<file path="config.mk">
export PLATFORM = sky130hd
export DESIGN_NAME = pipe_ctrl
export DESIGN_NICKNAME = d
export VERILOG_FILES = /design/src/rtl/pipe_ctrl.sv
export SDC_FILE = /design/constraint.sdc
export NUM_CORES = 1
export LEC_CHECK = 0
export BUFFER_PORTS_ARGS = -buffer_cell sky130_fd_sc_hd__clkbuf_2
export CORE_MARGIN = 2
export CORE_UTILIZATION = 40
export CTS_BUF_LIST = sky130_fd_sc_hd__clkbuf_4 sky130_fd_sc_hd__clkbuf_8
export DETAILED_ROUTE_END_ITERATION = 7
export PLACE_DENSITY = 0.8
export SLEW_MARGIN = 20
export SYNTH_ARGS = -nofsm -noshare
export SYNTH_HDL_FRONTEND = slang
export SYNTH_SLANG_ARGS = --single-unit
</file>
<file path="constraint.sdc">
create_clock -name clk_i -period 1.5 [get_ports clk_i]
set_input_delay 0.3 -clock clk_i [delete_from_list [all_inputs] [get_ports clk_i]]
set_output_delay 0.3 -clock clk_i [all_outputs]
set_load 0.02 [all_outputs]
</file>
<file path="src/rtl/pipe_ctrl.sv">
// pipe_ctrl: central pipeline control for the 5-stage RV32 core.
//
// Merges four request sources into per-stage stall/flush controls and the
// PC redirect:
//   decode load-use (stallreq_id_i), execute multi-cycle busy (stallreq_ex_i),
//   execute jump/branch (jump_req_i/jump_addr_i), bus hold (hold_req_i).
// Priority: jump > execute busy > load-use > bus hold.
//
// Ports:
//   clk_i, rst_n_i      clock, asynchronous active-low reset
//   stallreq_id_i       load-use hazard (combinational from decode)
//   stallreq_ex_i       execute unit busy with a multi-cycle op
//   jump_req_i          taken branch/jump, target on jump_addr_i
//   hold_req_i          bus master asks for the core to be held
//   stall_o[STALL_W]    hold enables: bit0 pc, 1 if_id, 2 id_exe, 3 exe_mem, 4 mem_wb
//   flush_o             squash if_id and id_exe
//   jump_flag_o         PC load strobe, jump_addr_o is the load value
//   hold_ack_o          core frozen, bus granted
//   mc_err_o            sticky: execute stayed busy MC_TIMEOUT cycles
//   state_o             debug view of the control FSM (0 RUN, 1 MC_WAIT, 2 FLUSH, 3 HOLD)
//
// Optional build macro PIPE_CTRL_PERF_EN adds perf_stall_cnt_o,
// perf_flush_cnt_o and perf_hold_cnt_o (32-bit wrapping event counters).

module pipe_ctrl #(
    parameter int STALL_W    = 5,
    parameter int FLUSH_CYC  = 2,
    parameter int MC_TIMEOUT = 64
) (
    input  logic               clk_i,
    input  logic               rst_n_i,
    input  logic               stallreq_id_i,
    input  logic               stallreq_ex_i,
    input  logic               jump_req_i,
    input  logic [31:0]        jump_addr_i,
    input  logic               hold_req_i,
    output logic [STALL_W-1:0] stall_o,
    output logic               flush_o,
    output logic               jump_flag_o,
    output logic [31:0]        jump_addr_o,
    output logic               hold_ack_o,
    output logic               mc_err_o,
    output logic [1:0]         state_o
`ifdef PIPE_CTRL_PERF_EN
    ,
    output logic [31:0]        perf_stall_cnt_o,
    output logic [31:0]        perf_flush_cnt_o,
    output logic [31:0]        perf_hold_cnt_o
`endif
);

    localparam int FW = 3;
    localparam int BW = $clog2(MC_TIMEOUT) + 1;

    localparam logic [STALL_W-1:0] STALL_EX  = STALL_W'(7);
    localparam logic [STALL_W-1:0] STALL_ID  = STALL_W'(3);
    localparam logic [STALL_W-1:0] STALL_ALL = '1;

    typedef enum logic [1:0] {
        RUN     = 2'd0,
        MC_WAIT = 2'd1,
        FLUSH   = 2'd2,
        HOLD    = 2'd3
    } state_t;

    // The jump cycle itself is the first flush cycle, so a one-cycle flush
    // never needs the FLUSH state at all.
    localparam state_t JUMP_DEST = (FLUSH_CYC > 1) ? FLUSH : RUN;

    state_t                state;
    logic [FW-1:0]         flush_cnt;
    logic [BW-1:0]         busy_cnt;
    logic [BW-1:0]         busy_inc;
    logic                  mc_err_q;
    logic [31:0]           addr_q;
    logic                  jump_take;
    logic                  busy_active;
    logic [STALL_W-1:0]    stall_c;

    // The pipeline is frozen in HOLD, so a jump seen there is stale and ignored.
    // Gating with rst_n_i makes every output drop the moment reset asserts.
    assign jump_take = rst_n_i && jump_req_i && (state != HOLD);

    // Execute busy is only honoured in RUN/MC_WAIT and only when no jump wins.
    assign busy_active = (state == RUN || state == MC_WAIT) && !jump_take && stallreq_ex_i;

    assign busy_inc = (busy_cnt >= BW'(MC_TIMEOUT)) ? busy_cnt : busy_cnt + BW'(1);

    // Per-stage hold enables, combinational from state and requests.
    always_comb begin
        stall_c = '0;
        unique case (state)
            RUN, MC_WAIT: begin
                if (jump_take)
                    stall_c = '0;
                else if (stallreq_ex_i)
                    stall_c = STALL_EX;
                else if (stallreq_id_i)
                    stall_c = STALL_ID;
            end
            FLUSH:   stall_c = '0;
            HOLD:    stall_c = hold_req_i ? STALL_ALL : '0;
            default: stall_c = '0;
        endcase
    end

    // Bus hold handshake: hold_req_i is a level request held by the bus master
    // until it is done; hold_ack_o rises on the first HOLD cycle and stays high
    // while the core is frozen; dropping hold_req_i releases the pipeline in the
    // same cycle and hold_ack_o falls on the next. Requests that arrive while a
    // flush or multi-cycle wait is in progress wait for RUN before being granted.
    always_ff @(posedge clk_i or negedge rst_n_i) begin
        if (!rst_n_i) begin
            state     <= RUN;
            flush_cnt <= '0;
            busy_cnt  <= '0;
            mc_err_q  <= 1'b0;
            addr_q    <= '0;
        end else begin
            unique case (state)
                RUN: begin
                    if (jump_take)
                        state <= JUMP_DEST;
                    else if (stallreq_ex_i)
                        state <= MC_WAIT;
                    else if (!stallreq_id_i && hold_req_i)
                        state <= HOLD;
                end
                MC_WAIT: begin
                    if (jump_take)
                        state <= JUMP_DEST;
                    else if (!stallreq_ex_i)
                        state <= RUN;
                end
                FLUSH: begin
                    // Counter holds the flush cycles still owed including this one.
                    if (jump_take)
                        state <= JUMP_DEST;
                    else if (flush_cnt <= FW'(1))
                        state <= RUN;
                end
                HOLD: begin
                    if (!hold_req_i)
                        state <= RUN;
                end
                default: state <= RUN;
            endcase

            if (jump_take)
                flush_cnt <= FW'(FLUSH_CYC - 1);
            else if (state == FLUSH && flush_cnt != '0)
                flush_cnt <= flush_cnt - FW'(1);

            if (busy_active) begin
                busy_cnt <= busy_inc;
                if (busy_inc == BW'(MC_TIMEOUT))
                    mc_err_q <= 1'b1;
            end else begin
                busy_cnt <= '0;
            end

            if (jump_take)
                addr_q <= jump_addr_i;
        end
    end

    assign stall_o     = rst_n_i ? stall_c : '0;
    assign flush_o     = jump_take || (state == FLUSH);
    assign jump_flag_o = jump_take;
    // Live target on the strobe cycle, otherwise the last redirect taken.
    assign jump_addr_o = jump_take ? jump_addr_i : addr_q;
    assign hold_ack_o  = (state == HOLD);
    assign mc_err_o    = mc_err_q;
    assign state_o     = state;

`ifdef PIPE_CTRL_PERF_EN
    always_ff @(posedge clk_i or negedge rst_n_i) begin
        if (!rst_n_i) begin
            perf_stall_cnt_o <= '0;
            perf_flush_cnt_o <= '0;
            perf_hold_cnt_o  <= '0;
        end else begin
            if (|stall_c)
                perf_stall_cnt_o <= perf_stall_cnt_o + 32'd1;
            if (jump_take)
                perf_flush_cnt_o <= perf_flush_cnt_o + 32'd1;
            if (state == HOLD)
                perf_hold_cnt_o <= perf_hold_cnt_o + 32'd1;
        end
    end
`endif

endmodule

</file>
==> results.yml, run 1 <==
status:
  outcome: "finished, violations left"
  failing_checks: "negative setup slack"
placed_design:
  dpl.cell_count: 414
  detailedPlacementHpwl_um: 4130
  dpl_cell_area_um2: 3430
  gpl_wtd_cong: 0.796
  port_buffers: 80
job:
  cap_violations: 0
pwr:
  p_int_uw: 3310
  leakagePower_uw: 0.00212
  vdd_drop_max_mv: 0.808
  power.density_cell_area_nw_per_um2: 1400
  clock_power_share: 0.142
  switching_share: 0.391
  seq_power_share: 0.303
  combinationalPowerShare: 0.555
  switchingPower_uw: 2130
synthesis:
  simple_gate_share_of_the_synthesized_area: 0.264
  area_share_of_fa_ha_maj_cells_after_synthesis: 0.0592
  yosys.area.top_type_share: 0.533
  synthesis.yosys.warnings: 0
  synthArstFlopShare: 1.00
  post_synth_net_total: 278
  synth.lib_cells_used.distinct: 38
  synth-main-ff-cell: "sky130_fd_sc_hd__dfrtp_1"
  synthesis.area_per_instance_um2: 9.18
  netlist_instances: 230
  synth_compound_gate_area_share: 0.0711
  synth_top_area_cell: "sky130_fd_sc_hd__dfrtp_1"
  synth.ff_latch_count: 45
  synthesis.area_um2: 2110
  main_combinational_cell_family_by_area_after_synthesis: "simple AND/OR/NAND/NOR gates"
  yosysSeqAreaShare: 0.533
  synthMuxAreaShare: 0.00474
  synth.area.top_cells: "sky130_fd_sc_hd__dfrtp_1, sky130_fd_sc_hd__nand2_1, sky130_fd_sc_hd__ha_1"
  synthXorXnorAreaFrac: 0.0290
  number_of_flops_mapped_to_enable_cells_by_yosys: 0
die:
  io_pins: 81
  die-area_um2: 5880
  num_rows: 26
  chipWidth_um: 76.7
  floorplan.initialDensity: 0.414
  fp.coreArea_um2: 5110
  fp.dieH_um: 76.7
detailed_routing:
  detailroute.via_count: 2022
  detailedRoute.firstIterationViolations: 43
  drt-wirelength-per-cell_um: 13.9
  drt_pre_antenna_iters: 4
  wirelength_um: 5890
  routed_via_density: 4.77
  drc_violation_count_after_routing: 0
  detail-route-antenna-nets: 0
clocking:
  cts_inserted_buffers: 5
  worst_skew_pair.late_latency_ns: 0.30
  root_buffer: "sky130_fd_sc_hd__clkbuf_8"
  tritoncts: "yes"
  cts.path.max_buffers: 2
  clkSlewWorstSetupHoldPaths_ns: 0.08
  cts_htree_levels: 2
  cts.sink_count: 45
final_layout:
  most_common_cell_after_layout_fill_and_taps_aside: "sky130_fd_sc_hd__nand2_4"
  layout-area-overhead-vs-synth_pct: 83.7
  antennaDiodeCount: 0
  final_design_area_no_fill_um2: 3880
  postLayoutCoreUtil: 0.760
  layout.cells.non_filler: 424
  layout_cell_share_with_drive_strength_beyond_1: 0.621
  layout.cells.most_common_list: "sky130_fd_sc_hd__nand2_4, sky130_fd_sc_hd__clkbuf_2, sky130_fd_sc_hd__dfrtp_1"
  nNetsFinal: 402
critical_path:
  worstSetupPathType: "flop to primary output"
  worst-path-max-fanout: 9
  critical_path_arrival_ns: 1.63
  reg2reg_from: "state_o[1]"
  worstSetupEndpointType: "primary output"
  worst_ep_required_time_ns: 1.20
  reg2reg_to: "mc_err_o"
  rrSetupSlack_ns: -0.08
  critical_path.startpoint_type: "flop"
  r2r_cells: 7
global_route:
  grt_antenna_before_repair: 0
  number_of_global_route_vias_before_repair: 2159
  grt_pass1_wl_um: 9830
  grt_start_max_net_pins: 22
  gr-total-overflow: 0
  track_usage: 0.208
sta:
  finalHoldViolCount: 0
  fin_ws_ns: -0.428
  max_clock_freq_mhz: 519
  setup_violations: 49
  min_period_ns: 1.93
  drv_slew: 0
  period_share: 1.29
  max_slew.worst_pin.slew_ns: 0.306
  worst_slew_margin_rel: 0.793
  clock_skew_ns: 0.0116
  grt_setup_unrepaired: "true"
worst_hold_path:
  worst_hold_path_type: "primary input to async pin"
## power by group through the flow
stage / Combinational [µW] / Sequential (µW) / Clock [µW]
2_1_floorplan: 1530 / 1700 / 0
3_3_place_gp: 2440 / 1650 / 0
3_5_place_dp: 2520 / 1670 / 0
4_1_cts: 2870 / 1640 / 795
5_1_grt: 3260 / 1680 / 847
6_report: 3020 / 1650 / 771
## cell usage after synthesis (2+ instances only)
library cell	number
sky130_fd_sc_hd__nand2_1	103
sky130_fd_sc_hd__dfrtp_1	45
sky130_fd_sc_hd__ha_1	10
sky130_fd_sc_hd__inv_1	8
sky130_fd_sc_hd__nor2_1	7
sky130_fd_sc_hd__o21ai_0	6
sky130_fd_sc_hd__a21oi_1	4
sky130_fd_sc_hd__xor2_1	4
sky130_fd_sc_hd__buf_2	3
sky130_fd_sc_hd__buf_4	3
sky130_fd_sc_hd__clkbuf_1	3
sky130_fd_sc_hd__nor3_1	3
sky130_fd_sc_hd__xnor2_1	3
sky130_fd_sc_hd__a21boi_0	2
sky130_fd_sc_hd__nand3_1	2
sky130_fd_sc_hd__o211ai_1	2
## worst max path at each step
stage	from	to	slack (ns)	cells after the start
detailed placement	state_o[1]	state_o[0]	-0.17	7
CTS	state_o[1]	jump_addr_o[30]	-0.47	7
global route	state_o[1]	stall_o[1]	-0.51	6
finish	state_o[1]	jump_addr_o[21]	-0.43	7
global placement	state_o[0]	state_o[0]	-0.17	7
floorplan	state_o[0]	stall_o[1]	-0.24	6
## area by class of cell
| cell class | instances | area (µm²) |
|---|---|---|
| Clock inverter | 1 | 7.51 |
| Tap cell | 70 | 87.6 |
| Timing Repair Buffer | 126 | 1040 |
| Clock buffer | 6 | 82.6 |
| Multi-Input combinational cell | 167 | 1490 |
| Fill cell | 341 | 1230 |
| Inverter | 9 | 48.8 |
| Sequential cell | 45 | 1130 |
## kinds of logic after synthesis
family | after synthesis
and+or+nand+nor | 127
xor gates and xnor gates | 7
buffers and inverters | 18
DFF | 45
adders and majority gates | 10
muxes | 1
AOI/OAI and AO/OA | 22
## flip-flops by register name, summed over array words and instances, names as in the netlist
name       count
mc_err_o       1
addr_q        32
state_o        2
busy_cnt       7
flush_cnt      3
## critical path, stage by stage (launching register included)
cell	delay, ns
sky130_fd_sc_hd__dfrtp_2	0.42
sky130_fd_sc_hd__ha_4	0.16
sky130_fd_sc_hd__nand3b_4	0.20
sky130_fd_sc_hd__clkinv_8	0.11
sky130_fd_sc_hd__buf_12	0.16
sky130_fd_sc_hd__nand2_4	0.06
sky130_fd_sc_hd__nand2_4	0.06
sky130_fd_sc_hd__buf_2	0.15
## layer usage
layer / routed length (µm) / GRT usage / vias to the layer above
met3: 209 / 0.0447 / 9
met4: 69 / 0.0600 / 0
li1: - / - / 975
met5: 0 / 0 / -
met2: 3290 / 0.388 / 50
met1: 2310 / 0.236 / 988
## what timing repair did
action                                 CTS  global route
gates resized for setup                 58            33
endpoints found under the hold margin    6             0
pin swaps                                5             4
hold buffers                             1             0
setup endpoints to repair               51            52
cloned                                   0             1
buffers inserted                         1             0
## through the flow
stage	power, µW	TNS (ns)	hold slack [ns]	setup WS, ns
final	5440	-15.15	0.0350	-0.428
after global routing	5780	-19.17	0.0514	-0.509
after CTS	5310	-16.42	0.0333	-0.466
after detailed placement	4190	-4.98	0.290	-0.170
after global placement	4100	-3.70	0.293	-0.169
after floorplan	3240	-5.89	0.00441	-0.235
Power figures use the tool's default switching activity.
==> inputs of run 2 (changes only) <==
--- a/config.mk
+++ b/config.mk
@@ -10,7 +10,7 @@
 export CORE_UTILIZATION = 40
 export CTS_BUF_LIST = sky130_fd_sc_hd__clkbuf_4 sky130_fd_sc_hd__clkbuf_8
 export DETAILED_ROUTE_END_ITERATION = 7
-export PLACE_DENSITY = 0.8
+export PLACE_DENSITY = 0.77
 export SLEW_MARGIN = 20
 export SYNTH_ARGS = -nofsm -noshare
 export SYNTH_HDL_FRONTEND = slang
==> constraint.sdc (replaced) <==
create_clock -name clk_i -period 2 [get_ports clk_i]
set_input_delay 0.4 -clock clk_i [delete_from_list [all_inputs] [get_ports clk_i]]
set_output_delay 0.4 -clock clk_i [all_outputs]
set_load 0.02 [all_outputs]
==> run 2 against run 1 <==
The run still ends with negative setup slack left. Sequential share of layout area grew 2.4 points. Core utilization shrank 5.9 points. Flip-flop and latch count is the same. Critical path depth is the same. Wire length grew 2.3%. Power shrank 26%. Non-clock buffer count shrank 8. Cell count shrank 1.9%. Worst hold slack gained 0.27 ns. Die area is the same. Worst setup slack gained 0.36 ns. Sequential power shrank 25%. Highest routed layer unchanged.
==> results.yml, run 2 (synthesis results as in run 1) <==
critical_path:
  r2r_cells: 9
  worst_ep_required_time_ns: 1.60
  critical_path.startpoint_type: "flop"
  rrSetupSlack_ns: 0.12
  worstSetupEndpointType: "primary output"
  reg2reg_from: "state_o[1]"
  worstSetupPathType: "flop to primary output"
  critical_path_arrival_ns: 1.66
  worst-path-max-fanout: 8
  reg2reg_to: "state_o[1]"
job:
  cap_violations: 0
clocking:
  cts_htree_levels: 2
  tritoncts: "yes"
  cts_inserted_buffers: 5
  clkSlewWorstSetupHoldPaths_ns: 0.08
  cts.path.max_buffers: 2
  cts.sink_count: 45
  root_buffer: "sky130_fd_sc_hd__clkbuf_8"
  worst_skew_pair.late_latency_ns: 0.29
placed_design:
  dp_worst_setup_slack_ns: 0.0993
  port_buffers: 80
  dpl.cell_count: 377
  gpl_wtd_cong: 0.762
  detailedPlacementHpwl_um: 3200
  dpl_cell_area_um2: 2610
detailed_routing:
  drt-wirelength-per-cell_um: 14.5
  wirelength_um: 6020
  routed_via_density: 4.86
  detail-route-antenna-nets: 0
  drt_pre_antenna_iters: 4
  detailedRoute.firstIterationViolations: 72
  detailroute.via_count: 2021
  drc_violation_count_after_routing: 0
die:
  fp.coreArea_um2: 5110
  io_pins: 81
  chipWidth_um: 76.7
  num_rows: 26
  fp.dieH_um: 76.7
  die-area_um2: 5880
  floorplan.initialDensity: 0.414
global_route:
  number_of_global_route_vias_before_repair: 1962
  track_usage: 0.181
  gr-total-overflow: 0
  grt_antenna_before_repair: 0
  grt_pass1_wl_um: 8650
  grt_start_max_net_pins: 46
sta:
  finalHoldViolCount: 0
  clock_skew_ns: 0.00200
  grt_setup_unrepaired: "true"
  drv_slew: 0
  setup_violations: 34
  fin_ws_ns: -0.0633
  worst_slew_margin_rel: 0.627
  max_clock_freq_mhz: 485
  period_share: 1.03
  max_slew.worst_pin.slew_ns: 0.560
  min_period_ns: 2.06
final_layout:
  postLayoutCoreUtil: 0.701
  layout_top_registers: "addr_q: 32 flops, busy_cnt: 7 flops, flush_cnt: 3 flops"
  nNetsFinal: 394
  most_common_cell_after_layout_fill_and_taps_aside: "sky130_fd_sc_hd__nand2_2"
  layout-area-overhead-vs-synth_pct: 69.4
  layout_cell_share_with_drive_strength_beyond_1: 0.558
  antennaDiodeCount: 0
  fillers: 370
  layout.cells.most_common_list: "sky130_fd_sc_hd__nand2_2, sky130_fd_sc_hd__nand2_1, sky130_fd_sc_hd__clkbuf_2"
  top_register: "addr_q"
  largest_reg_flops: 32
  final_design_area_no_fill_um2: 3580
  layout.cells.non_filler: 416
status:
  failing_checks: "negative setup slack"
  outcome: "finished, violations left"
pwr:
  leakagePower_uw: 0.00190
  power.density_cell_area_nw_per_um2: 1120
  vdd_drop_max_mv: 0.665
worst_hold_path:
  worst_hold_path_type: "primary input to async pin"
-- run 2: cell count changes in the layout (fill, tap and decap cells not counted), moves of 8 or more --
cell	delta
sky130_fd_sc_hd__nand2_2	+46
sky130_fd_sc_hd__buf_8	+12
sky130_fd_sc_hd__nand2_1	+12
sky130_fd_sc_hd__buf_6	+8
sky130_fd_sc_hd__clkbuf_8	-10
sky130_fd_sc_hd__buf_4	-12
sky130_fd_sc_hd__nand2_4	-58
-- run 2: how the worst max path moves through the flow --
stage / startpoint / endpoint / depth (start not counted) / slack, ns
after global placement: state_o[0] / stall_o[0] / 6 / 0.14
final: state_o[1] / jump_addr_o[3] / 7 / -0.06
after global routing: state_o[1] / jump_addr_o[12] / 7 / -0.11
after detailed placement: state_o[0] / stall_o[1] / 6 / 0.1
after CTS: state_o[0] / jump_addr_o[14] / 7 / -0.07
after floorplan: state_o[0] / jump_addr_o[25] / 6 / -0.07
-- run 2: through the flow --
step	TNS, ns	hold slack (ns)	total power (µW)
after floorplan	-1.15	0.104	2090
after global placement	0	0.453	2480
after detailed placement	0	0.459	2530
after CTS	-1.79	0.309	3530
after global routing	-3.05	0.337	4240
final	-1.13	0.305	4010
-- run 2: repair_timing --
item	4_1_cts	5_1_grt
setup buffers	7	21
pin swaps	3	29
gates cloned	1	3
gates resized for setup	77	110
setup endpoints to repair	36	38
hold buffers	0	0
-- run 2: layer usage --
layer	GRT usage	share of wire	up-vias
li1	-	-	966
met1	0.213	0.38	981
met2	0.325	0.56	60
met3	0.0412	0.042	14
met4	0.0564	0.018	0
met5	0	0	-
-- run 2: cell type report --
| cell class | count | area [µm²] | share of cell area |
|---|---|---|---|
| well taps | 70 | 87.6 | 0.0245 |
| flip-flops and latches | 45 | 1130 | 0.315 |
| clock buffers | 7 | 90.1 | 0.0252 |
| repair buffers | 118 | 1100 | 0.308 |
| inverters | 9 | 46.3 | 0.0129 |
| multi-input cells | 167 | 1120 | 0.314 |
-- run 2: power breakdown --
group / switching (µW) / internal (µW)
combinational: 1110 / 1090
sequential: 109 / 1130
clock: 286 / 288
total: 1500 / 2510
-- run 2: critical path, cell delays in order, from the launching register on --
cell	delay, ns
sky130_fd_sc_hd__dfrtp_1	0.43
sky130_fd_sc_hd__ha_4	0.19
sky130_fd_sc_hd__nand3b_4	0.20
sky130_fd_sc_hd__clkinv_8	0.12
sky130_fd_sc_hd__clkbuf_16	0.15
sky130_fd_sc_hd__nand2_1	0.06
sky130_fd_sc_hd__nand2_2	0.09
sky130_fd_sc_hd__buf_8	0.11
==> inputs of run 3 (changes only) <==
--- a/config.mk
+++ b/config.mk
@@ -6,11 +6,14 @@
 export NUM_CORES = 1
 export LEC_CHECK = 0
 export BUFFER_PORTS_ARGS = -buffer_cell sky130_fd_sc_hd__clkbuf_2
+export CAP_MARGIN = 10
+export CELL_PAD_IN_SITES_DETAIL_PLACEMENT = 1
+export CELL_PAD_IN_SITES_GLOBAL_PLACEMENT = 2
 export CORE_MARGIN = 2
-export CORE_UTILIZATION = 40
+export CORE_UTILIZATION = 29
 export CTS_BUF_LIST = sky130_fd_sc_hd__clkbuf_4 sky130_fd_sc_hd__clkbuf_8
 export DETAILED_ROUTE_END_ITERATION = 7
-export PLACE_DENSITY = 0.77
+export PLACE_DENSITY = 0.92
 export SLEW_MARGIN = 20
 export SYNTH_ARGS = -nofsm -noshare
 export SYNTH_HDL_FRONTEND = slang
==> run 3 against run 2 <==
Worst hold slack worse by 0.011 ns. Core utilization is 19 points lower. First-iteration DRC count is 67% lower. The flow still finishes with violations (negative setup slack). Non-clock buffer count down 6. Combinational power hardly changed. Sequential share of layout area fell by 0.39 points. Clock skew rose by 0.0063 ns. Global-route usage fell by 2.7 points. Count of clock-buffer cells in the layout shrank 2. Die area grew 36%. Register-to-register slack gained 0.11 ns.
==> results.yml, run 3 (synthesis results as in run 1) <==
status:
  outcome: "finished, violations left"
  failing_checks: "negative setup slack"
detailed_routing:
  wirelength_um: 6670
  detailroute.via_count: 2030
  drt-wirelength-per-cell_um: 15.2
  detail-route-antenna-nets: 0
  drc_violation_count_after_routing: 0
  routed_via_density: 4.62
  detailedRoute.firstIterationViolations: 24
  drt_pre_antenna_iters: 4
sta:
  clock_skew_ns: 0.00834
  max_slew.worst_pin.slew_ns: 0.584
  period_share: 1.05
  min_period_ns: 2.09
  finalHoldViolCount: 0
  fin_ws_ns: -0.0909
  setup_violations: 35
  drv_slew: 0
  grt_setup_unrepaired: "true"
  setup_total_negative_slack_ns: -1.43
  max_clock_freq_mhz: 478
  worst_slew_margin_rel: 0.611
final_layout:
  antennaDiodeCount: 0
  top_register: "addr_q"
  layout-area-overhead-vs-synth_pct: 71.6
  nNetsFinal: 388
  final_design_area_no_fill_um2: 3620
  largest_reg_flops: 32
  layout_cell_share_with_drive_strength_beyond_1: 0.541
  postLayoutCoreUtil: 0.508
  layout.cells.most_common_list: "sky130_fd_sc_hd__nand2_1, sky130_fd_sc_hd__dfrtp_1, sky130_fd_sc_hd__clkbuf_2"
  layout_top_registers: "addr_q: 32 flops, busy_cnt: 7 flops, flush_cnt: 3 flops"
  most_common_cell_after_layout_fill_and_taps_aside: "sky130_fd_sc_hd__nand2_1"
clocking:
  cts.path.max_buffers: 2
  root_buffer: "sky130_fd_sc_hd__clkbuf_8"
  tritoncts: "yes"
  clkSlewWorstSetupHoldPaths_ns: 0.09
  cts.sink_count: 45
  cts_htree_levels: 2
  postCtsHoldBufs: 0
  worst_skew_pair.late_latency_ns: 0.30
  cts_inserted_buffers: 5
die:
  fp.dieH_um: 89.3
  num_rows: 31
  fp.coreArea_um2: 7140
  chipWidth_um: 89.3
  floorplan.initialDensity: 0.296
  die-area_um2: 7980
  io_pins: 81
placed_design:
  detailedPlacementHpwl_um: 4070
  port_buffers: 80
  gpl_wtd_cong: 0.792
  dp_worst_setup_slack_ns: 0.0732
  dpl_cell_area_um2: 2660
global_route:
  grt_pass1_wl_um: 9380
  met3_use_gr: 0.0342
  grt_antenna_before_repair: 0
  grt-busiest-layer: "met2"
  grt_use_met1: 0.186
  number_of_global_route_vias_before_repair: 2014
  grtUsageMet2: 0.275
  track_usage: 0.154
  grt_start_max_net_pins: 46
  gr-total-overflow: 0
critical_path:
  critical_path_arrival_ns: 1.69
  critical_path_cell_count: 7
  critPathBufInv: 3
  critical_path.startpoint_type: "flop"
  max_stage_delay_ns: 0.45
  r2r_cells: 8
  worstSetupEndpointType: "primary output"
  crit_slowest_cell: "sky130_fd_sc_hd__dfrtp_2"
  crit_family: "flip-flops"
  crit_chain: "ha_4 > nand3b_4 > clkinv_8 > clkbuf_16 > nand2_1 > nand2_2 > buf_8"
  worstSetupPathType: "flop to primary output"
  worst-path-max-fanout: 7
  worst_ep_required_time_ns: 1.60
worst_hold_path:
  worst_hold_path_type: "primary input to async pin"
pwr:
  clock_power_share: 0.164
  combinationalPowerShare: 0.534
  vdd_drop_max_mv: 0.531
  seq_power_share: 0.302
  p_int_uw: 2590
  leakagePower_uw: 0.00188
  switchingPower_uw: 1540
  power.density_cell_area_nw_per_um2: 1140
  switching_share: 0.373
job:
  cap_violations: 0
run 3: cell types whose count changed in the layout (fill, tap and decap cells not counted), moves of 2 or more:
cell / before / now
sky130_fd_sc_hd__buf_8: 22 / 31
sky130_fd_sc_hd__buf_6: 13 / 6
sky130_fd_sc_hd__nand2_2: 48 / 41
sky130_fd_sc_hd__buf_4: 29 / 23
sky130_fd_sc_hd__nand2_1: 47 / 51
sky130_fd_sc_hd__nand2_4: 8 / 11
sky130_fd_sc_hd__clkbuf_2: 45 / 43
run 3: worst paths after layout:
check                      slack [ns]              end             from
setup reg to reg                 0.23       state_o[0]       state_o[0]
setup / recovery                -0.09  jump_addr_o[23]       state_o[0]
min in group clk_i               0.32       addr_q[14]  jump_addr_i[14]
hold reg to reg                  0.50       addr_q[10]       addr_q[10]
hold / removal                   0.29      busy_cnt[5]          rst_n_i
max in group asynchronous        1.27       state_o[0]          rst_n_i
run 3: metrics by stage:
| stage | total power, µW | std cells | hold WS, ns |
|---|---|---|---|
| 6_report | 4130 | 439 | 0.294 |
| 5_1_grt | 4370 | 439 | 0.323 |
| 4_1_cts | 3730 | 420 | 0.307 |
| 3_5_place_dp | 2580 | 407 | 0.458 |
| 3_3_place_gp | 2520 | 407 | 0.455 |
| 2_1_floorplan | 2090 | 230 | 0.104 |
run 3: worst register-to-register path, cell delays in order (launching register included):
cell	delay [ns]
sky130_fd_sc_hd__dfrtp_2	0.45
sky130_fd_sc_hd__buf_6	0.14
sky130_fd_sc_hd__inv_6	0.06
sky130_fd_sc_hd__buf_4	0.10
sky130_fd_sc_hd__ha_1	0.17
sky130_fd_sc_hd__inv_1	0.06
sky130_fd_sc_hd__o311ai_1	0.39
sky130_fd_sc_hd__o21ai_0	0.14
sky130_fd_sc_hd__a21oi_1	0.18
run 3: cell type report:
class,count,area (µm²)
Clock buffer,5,68.8
Clock inverter,2,35.0
Fill cell,829,3510
Inverter,9,51.3
Multi-Input combinational cell,167,1130
Sequential cell,45,1130
Tap cell,99,124
Timing Repair Buffer,112,1080
run 3: per-layer routing:
layer  part of all wire  wire [µm]
met2               0.57       3790
met5                  0          0
met1               0.39       2590
met3              0.035        235
met4             0.0079         53
run 3: repair_timing:
item	4_1_cts	5_1_grt
hold endpoints to repair	0	0
pin swaps	6	15
setup buffers	5	17
cloned	1	2
resized for setup	102	94
setup endpoints to repair	37	38
run 3: power groups by stage:
stage / Clock (µW) / Combinational, µW / Sequential [µW]
6_report: 677 / 2200 / 1250
5_1_grt: 724 / 2380 / 1270
4_1_cts: 688 / 1800 / 1250
3_5_place_dp: 0 / 1320 / 1260
3_3_place_gp: 0 / 1280 / 1240
2_1_floorplan: 0 / 837 / 1250
